## config.mk

```make
export PLATFORM = sky130hd
export DESIGN_NAME = c3po_reassembler
export DESIGN_NICKNAME = d
export VERILOG_FILES = /design/src/rtl/c3po_pkg.sv /design/src/rtl/c3po_sat_cnt.sv /design/src/rtl/c3po_reassembler.sv
export SDC_FILE = /design/constraint.sdc
export NUM_CORES = 2
export LEC_CHECK = 0
export CAP_MARGIN = 20
export CORE_AREA = 2 2 612 614
export CTS_CLUSTER_DIAMETER = 100
export DETAILED_ROUTE_END_ITERATION = 6
export DIE_AREA = 0 0 614 616
export GPL_TIMING_DRIVEN = 0
export PLACE_DENSITY = 0.5
export REMOVE_ABC_BUFFERS = 1
export SYNTH_ARGS = -nofsm -noshare
export SYNTH_HDL_FRONTEND = slang
export SYNTH_SLANG_ARGS = --single-unit
```

## constraint.sdc

```tcl
create_clock -name sig_clock -period 7.59 [get_ports sig_clock]
set_clock_uncertainty 0.2 [all_clocks]
set_input_delay 1.518 -clock sig_clock [delete_from_list [all_inputs] [get_ports sig_clock]]
set_output_delay 1.518 -clock sig_clock [all_outputs]
set_load 0.02 [all_outputs]
```

## src/rtl/c3po_pkg.sv

```systemverilog
// Shared constants and types for the c3po receive-side reassembler.
// Beat and packet geometry, plus the assembly state encoding.
package c3po_pkg;

    localparam int BEAT_BYTES    = 32;
    localparam int PKT_BYTES     = 160;
    localparam int BEAT_W        = BEAT_BYTES * 8;
    localparam int PKT_W         = PKT_BYTES * 8;
    localparam int MAX_BEATS_DEF = 5;

    typedef enum logic [1:0] {
        IDLE = 2'd0,
        ASSM = 2'd1,
        DROP = 2'd2,
        DONE = 2'd3
    } state_t;

    // A beat must carry between 1 and BEAT_BYTES bytes.
    function automatic logic vbc_ok(input logic [7:0] vbc);
        return (vbc != 8'd0) && (vbc <= 8'(BEAT_BYTES));
    endfunction

endpackage

```

## src/rtl/c3po_sat_cnt.sv

```systemverilog
// Saturating event counter: increments on inc, sticks at all-ones.
module c3po_sat_cnt #(
    parameter int W = 8
) (
    input  logic         clk,
    input  logic         rst_n,
    input  logic         inc,
    output logic [W-1:0] cnt
);

    logic [W-1:0] cnt_reg;

    always_ff @(posedge clk or negedge rst_n) begin
        if (!rst_n) begin
            cnt_reg <= '0;
        end else if (inc && (cnt_reg != {W{1'b1}})) begin
            cnt_reg <= cnt_reg + W'(1);
        end
    end

    assign cnt = cnt_reg;

endmodule

```

## src/rtl/c3po_reassembler.sv

```systemverilog
// Rebuilds one c3po input-format packet from a stream of 32-byte output beats
// and presents it as a single-cycle sop=eop transfer under valid/ready.
module c3po_reassembler
    import c3po_pkg::*;
#(
    parameter int CNT_SIZE_P  = 8,
    parameter int MAX_BEATS_P = MAX_BEATS_DEF
) (
    input  logic                          sig_clock,
    input  logic                          sig_reset_L,
    input  logic                          sig_i_sop,
    input  logic                          sig_i_eop,
    input  logic                          sig_i_val,
    input  logic [7:0]                    sig_i_vbc,
    input  logic [BEAT_W-1:0]             sig_i_data,
    input  logic [3:0]                    sig_cfg_port_id,
    output logic                          sig_ready,
    output logic                          sig_o_val,
    input  logic                          sig_o_rdy,
    output logic                          sig_o_sop,
    output logic                          sig_o_eop,
    output logic [7:0]                    sig_o_vbc,
    output logic [3:0]                    sig_o_id,
    output logic [MAX_BEATS_P*BEAT_W-1:0] sig_o_data,
    output logic [CNT_SIZE_P-1:0]         sig_pkt_cnt,
    output logic [CNT_SIZE_P-1:0]         sig_err_cnt
);

    localparam int IDX_W     = $clog2(MAX_BEATS_P + 1);
    localparam int PKT_LIMIT = MAX_BEATS_P * BEAT_BYTES;
    localparam logic [IDX_W-1:0] LAST_IDX = IDX_W'(MAX_BEATS_P - 1);

    state_t                          state_reg, state_next;
    logic [IDX_W-1:0]                idx_reg, idx_next;
    logic [7:0]                      acc_vbc_reg, acc_vbc_next;
    logic [3:0]                      id_reg, id_next;
    logic                            done_err_reg, done_err_next;
    logic [BEAT_W-1:0]               buf_reg [MAX_BEATS_P];
    logic [MAX_BEATS_P*BEAT_W-1:0]   buf_flat;

    logic                            o_val_reg;
    logic [7:0]                      o_vbc_reg;
    logic [3:0]                      o_id_reg;
    logic [MAX_BEATS_P*BEAT_W-1:0]   o_data_reg;

    logic [BEAT_W-1:0]               beat_masked;
    logic [8:0]                      vbc_sum;
    logic                            sum_over;
    logic                            out_free;
    logic                            o_fire;
    logic                            start;
    logic                            wr_en;
    logic [IDX_W-1:0]                wr_idx;
    logic                            clr;
    logic                            err_inc;
    logic                            load_out;

    // Bytes past the beat's vbc are zeroed so the rebuilt packet carries no stale data.
    for (genvar gi = 0; gi < BEAT_BYTES; gi++) begin : g_mask
        assign beat_masked[gi*8 +: 8] = (8'(gi) < sig_i_vbc) ? sig_i_data[gi*8 +: 8] : 8'h00;
    end

    for (genvar gi = 0; gi < MAX_BEATS_P; gi++) begin : g_flat
        assign buf_flat[gi*BEAT_W +: BEAT_W] = buf_reg[gi];
    end

    assign vbc_sum  = {1'b0, acc_vbc_reg} + {1'b0, sig_i_vbc};
    assign sum_over = (vbc_sum > 9'(PKT_LIMIT));
    assign o_fire   = o_val_reg && sig_o_rdy;
    assign out_free = !o_val_reg || sig_o_rdy;

    always_comb begin
        state_next    = state_reg;
        idx_next      = idx_reg;
        acc_vbc_next  = acc_vbc_reg;
        id_next       = id_reg;
        done_err_next = (state_reg == DONE) ? done_err_reg : 1'b0;
        wr_en         = 1'b0;
        wr_idx        = idx_reg;
        clr           = 1'b0;
        err_inc       = 1'b0;
        load_out      = 1'b0;
        start         = 1'b0;

        case (state_reg)
            IDLE: begin
                if (sig_i_val) begin
                    if (sig_i_sop) start   = 1'b1;
                    else           err_inc = 1'b1;
                end
            end
            ASSM: begin
                if (sig_i_val) begin
                    if (sig_i_sop) begin
                        start   = 1'b1;
                        err_inc = 1'b1;
                    end else if (!vbc_ok(sig_i_vbc) || sum_over) begin
                        err_inc    = 1'b1;
                        state_next = sig_i_eop ? IDLE : DROP;
                    end else begin
                        wr_en        = 1'b1;
                        acc_vbc_next = vbc_sum[7:0];
                        idx_next     = idx_reg + IDX_W'(1);
                        if (sig_i_eop) begin
                            state_next = DONE;
                        end else if (idx_reg == LAST_IDX) begin
                            err_inc    = 1'b1;
                            state_next = DROP;
                        end
                    end
                end
            end
            DROP: begin
                // The dropped packet was already counted when it entered DROP.
                if (sig_i_val) begin
                    if (sig_i_sop)      start      = 1'b1;
                    else if (sig_i_eop) state_next = IDLE;
                end
            end
            DONE: begin
                if (out_free) begin
                    load_out   = 1'b1;
                    state_next = IDLE;
                end
                if (sig_i_val) begin
                    if (sig_i_sop) begin
                        start = 1'b1;
                        if (!out_free) err_inc = 1'b1;
                    end else if (!done_err_reg) begin
                        err_inc       = 1'b1;
                        done_err_next = 1'b1;
                    end
                end
            end
            default: state_next = IDLE;
        endcase

        // A new packet restarts assembly from beat 0 regardless of the current state.
        if (start) begin
            done_err_next = 1'b0;
            if (vbc_ok(sig_i_vbc)) begin
                clr          = 1'b1;
                wr_en        = 1'b1;
                wr_idx       = '0;
                id_next      = sig_cfg_port_id;
                acc_vbc_next = sig_i_vbc;
                idx_next     = IDX_W'(1);
                state_next   = sig_i_eop ? DONE : ASSM;
            end else begin
                err_inc    = 1'b1;
                state_next = sig_i_eop ? IDLE : DROP;
            end
        end
    end

    always_ff @(posedge sig_clock or negedge sig_reset_L) begin
        if (!sig_reset_L) begin
            state_reg    <= IDLE;
            idx_reg      <= '0;
            acc_vbc_reg  <= '0;
            id_reg       <= '0;
            done_err_reg <= 1'b0;
            for (int i = 0; i < MAX_BEATS_P; i++) buf_reg[i] <= '0;
        end else begin
            state_reg    <= state_next;
            idx_reg      <= idx_next;
            acc_vbc_reg  <= acc_vbc_next;
            id_reg       <= id_next;
            done_err_reg <= done_err_next;
            for (int i = 0; i < MAX_BEATS_P; i++) begin
                if (wr_en && (wr_idx == IDX_W'(i))) buf_reg[i] <= beat_masked;
                else if (clr)                       buf_reg[i] <= '0;
            end
        end
    end

    // Output register reads the old buffer, so a restart in the same cycle is safe.
    always_ff @(posedge sig_clock or negedge sig_reset_L) begin
        if (!sig_reset_L) begin
            o_val_reg  <= 1'b0;
            o_vbc_reg  <= '0;
            o_id_reg   <= '0;
            o_data_reg <= '0;
        end else if (load_out) begin
            o_val_reg  <= 1'b1;
            o_vbc_reg  <= acc_vbc_reg;
            o_id_reg   <= id_reg;
            o_data_reg <= buf_flat;
        end else if (o_fire) begin
            o_val_reg  <= 1'b0;
        end
    end

    c3po_sat_cnt #(.W(CNT_SIZE_P)) u_pkt_cnt (
        .clk   (sig_clock),
        .rst_n (sig_reset_L),
        .inc   (o_fire),
        .cnt   (sig_pkt_cnt)
    );

    c3po_sat_cnt #(.W(CNT_SIZE_P)) u_err_cnt (
        .clk   (sig_clock),
        .rst_n (sig_reset_L),
        .inc   (err_inc),
        .cnt   (sig_err_cnt)
    );

    assign sig_ready  = (state_reg == IDLE);
    assign sig_o_val  = o_val_reg;
    assign sig_o_sop  = o_val_reg;
    assign sig_o_eop  = o_val_reg;
    assign sig_o_vbc  = o_vbc_reg;
    assign sig_o_id   = o_id_reg;
    assign sig_o_data = o_data_reg;

endmodule

```

==> run_results.csv <==
group,metric,value,unit
clock_network,clk_path_buf_depth,4,
floorplanning,dieHeight,616,um
layout,multi_input_area,0.0300,mm^2
synthesis,yosys.area.top_type_share,66.6,%
clock_network,cts_max_level,5,
synthesis,async_flop_share,100,%
global_routing,grtUsageTotal,18.6,%
timing,rsz0062_at_grt,"false",
route,wl_met2,178000,um
worst_hold_path,min_path_type,"register to register",
synthesis,synth.area.top_cells,"dfrtp_1 67%, mux2_2 15%, nand3_1 5.3%",
layout,fin_nets,9336,
floorplanning,coreArea,0.371,mm^2
layout,seq_area,0.0652,mm^2
timing,setup_tns,0,ns
pwr,power.switching,9830,uW
timing,min_period,6.36,ns
route,routed_via_density,4.73,
placed_design,gp_congestion,0.821,
synthesis,synth_area,0.0979,mm^2
clock_network,ctsHoldBuffers,0,
global_routing,grt_pass1_wl,518000,um
timing,finalCritPeriodShare,83.8,%
synthesis,yosysSeqAreaShare,66.6,%
clock_network,cts_sinks,2607,
global_routing,antenna_found_initial,62,
pwr,p_int,26000,uW
synthesis,synth_commonest_cells,"2,607 x dfrtp_1, 1,295 x mux2_2, 1,039 x nand3_1",
clock_network,cts_tree,"done",
flow_run,drv_cap,0,
setup_path,arrival,6.92,ns
outcome,run_status,"completed",
timing,relSlewSlack,27.9,%
timing,hold_viol_final,0,
route,wire_per_inst,25.3,um
clock_network,clkTransAtPathRegs,0.06,ns
synthesis,synth-seq-cells,2607,
synthesis,ys_warn_count,0,
pwr,seq_power_share,43.4,%
timing,slew_violations,0,
layout,finish.utilization,35.6,%
clock_network,worstSkewPairLatency,0.89,ns
synthesis,syn_inst,7554,
setup_path,crit_type,"primary input to register",
pwr,pwr-share-comb,14.9,%
route,met1_length,143000,um
global_routing,gr-total-overflow,0,
route,drc,0,
setup_path,start_kind,"primary input",
timing,worst_pin_slew,1.08,ns
clock_network,cts_resized,0,
setup_path,cp_cell_sequence,"clkdlybuf4s50_1 > buf_8 > ha_1 > a211oi_1 > o31ai_1 > a21o_1 > a211oi_4 > o2111a_4 > buf_16 > buf_16 > nor2_4 > buf_12 > buf_12 > buf_12 > buf_16 > o22ai_1",
floorplanning,ios,1586,
route,drtAntennaViolNets,0,
synthesis,synth.avg_cell_area,13.0,um^2
layout,fill_cells,36100,
layout,drive_gt1_share,21.3,%
synthesis,synth_edf_count,0,
synthesis,synth_cell_types,50,
clock_network,cts_made_buffers,308,
timing,clock.fmax,157,MHz
clock_network,postCtsSetupBuffers,0,
pwr,swShare,27.4,%
route,route.met3.wl,23900,um
pwr,powerDensity,271,mW/mm^2
route,totalWireLength,362000,um
placed_design,hpwl,261000,um
floorplanning,fp.dieArea,0.378,mm^2
floorplanning,initial_core_util,26.4,%
setup_path,cp_data_required_time,8.15,ns
route,highest_layer,"met5",
setup_path,worstPathMaxFanout,45,
floorplanning,die_x,614,um
timing,setup_viol,0,
route,vias,67700,
setup_path,critical-path-slowest-cell,"o2111a_4",
placed_design,portBuffers,1585,
setup_path,critPathCaptureType,"register",
synthesis,synth_ff_type,"dfrtp_1",
pwr,ir_worst_vdd,178,uV
synthesis,yosysTopAreaCell,"dfrtp_1",
global_routing,grt_pass1_vias,68900,
pwr,power_frac_clock,41.7,%
synthesis,synthMostInstantiatedCell,"dfrtp_1",
global_routing,grt_max_degree,183,
layout,syn_to_final_growth,34.9,%
clock_network,clockRootBuffer,"clkbuf_16",
pwr,power.total,35900,uW
floorplanning,rows,224,
route,detail_route.iter0.violations,4076,
pwr,leakagePower,0.0614,uW
setup_path,max_stage_delay,0.71,ns
route,first_pass_iters,5,
## cell type report
cell class	instances	area share, %
diodes	32	0.0606
clock buffers	461	6.86
clock inverters	87	0.887
inverters	8	0.0227
multi-input cells	4354	22.7
flip-flops and latches	2607	49.4
well taps	4972	4.71
repair buffers	1770	15.4
## worst paths after layout
check	slack, ns	start	cells past startpoint	end
max reg2reg	2.01	acc_vbc_reg[0]$_DFF_PN0_	15	buf_flat[16]$_DFFE_PN0P_
max in group asynchronous	1.64	sig_reset_L	8	buf_flat[1041]$_DFFE_PN0P_
min in group asynchronous	0.28	sig_reset_L	1	buf_flat[258]$_DFFE_PN0P_
max	1.23	sig_i_vbc[3]	16	buf_flat[16]$_DFFE_PN0P_
min	0.27	buf_flat[70]$_DFFE_PN0P_	1	sig_o_data[70]$_DFFE_PN0P_
min reg2reg	0.27	buf_flat[70]$_DFFE_PN0P_	1	sig_o_data[70]$_DFFE_PN0P_
## per-stage QoR
| stage | hold slack (ns) | std cells | setup slack [ns] | area (um^2) |
|---|---|---|---|---|
| 5_1_grt | 0.254 | 14300 | 0.829 | 132000 |
| 3_3_place_gp | 0.270 | 13500 | -114.68 | 117000 |
| 3_5_place_dp | 0.269 | 13700 | 0.275 | 122000 |
| 2_1_floorplan | 0.242 | 6969 | -32.61 | 95200 |
| 6_report | 0.267 | 14300 | 1.23 | 132000 |
| 4_1_cts | 0.228 | 14300 | 1.24 | 132000 |
## critical path, delay by kind of cell
family | cells | cell delay, ns
compound gates | 6 | 2.26
simple gates | 1 | 0.22
buf+inv | 8 | 2.30
fa+ha+maj | 1 | 0.26
## kinds of logic (layout without fill, tap and decap cells)
logic type                 count (synthesis)  count (layout)  synth area share, %
xor gates and xnor gates                  20              20                0.179
AOI/OAI and AO/OA                       1358            1358                 7.45
DFF                                     2607            2607                 66.6
other                                      0              32                    0
adders and majority gates                 13              13                0.174
muxes                                   1301            1301                 15.0
buffers and inverters                    593            2326                 2.85
and+or+nand+nor                         1662            1662                 7.78
## metal layers
layer | track usage, % | vias to the layer above
met5 | 0 | -
met4 | 8.31 | 16
met3 | 4.43 | 592
met2 | 31.4 | 2014
met1 | 22.5 | 35100
li1 | - | 29900
## power by group through the flow
stage          logic (uW)  registers, uW  clock network, uW
2_1_floorplan        2450          16600                  0
3_3_place_gp         6160          15900                  0
3_5_place_dp         5410          15800                  0
4_1_cts              5430          15600              15400
5_1_grt              5630          15700              16000
6_report             5340          15600              15000
## placed cells by master, fill, tap and decap left out, types with 12 or more instances in the layout
| master | instances |
|---|---|
| a21oi_1 | 13 |
| diode_2 | 32 |
| buf_12 | 65 |
| clkdlybuf4s50_1 | 1581 |
| dfrtp_1 | 2607 |
| inv_6 | 13 |
| o22ai_1 | 256 |
| xor2_1 | 13 |
| buf_16 | 112 |
| nand3_1 | 1038 |
| o21ai_0 | 731 |
| o21ai_1 | 308 |
| nor2_1 | 22 |
| bufinv_16 | 12 |
| ha_1 | 12 |
| clkbuf_16 | 309 |
| nand2_1 | 568 |
| mux2_2 | 1295 |
| clkbuf_8 | 76 |
| clkinv_2 | 35 |
| clkbuf_1 | 76 |
(Power assumes the default switching activity.)
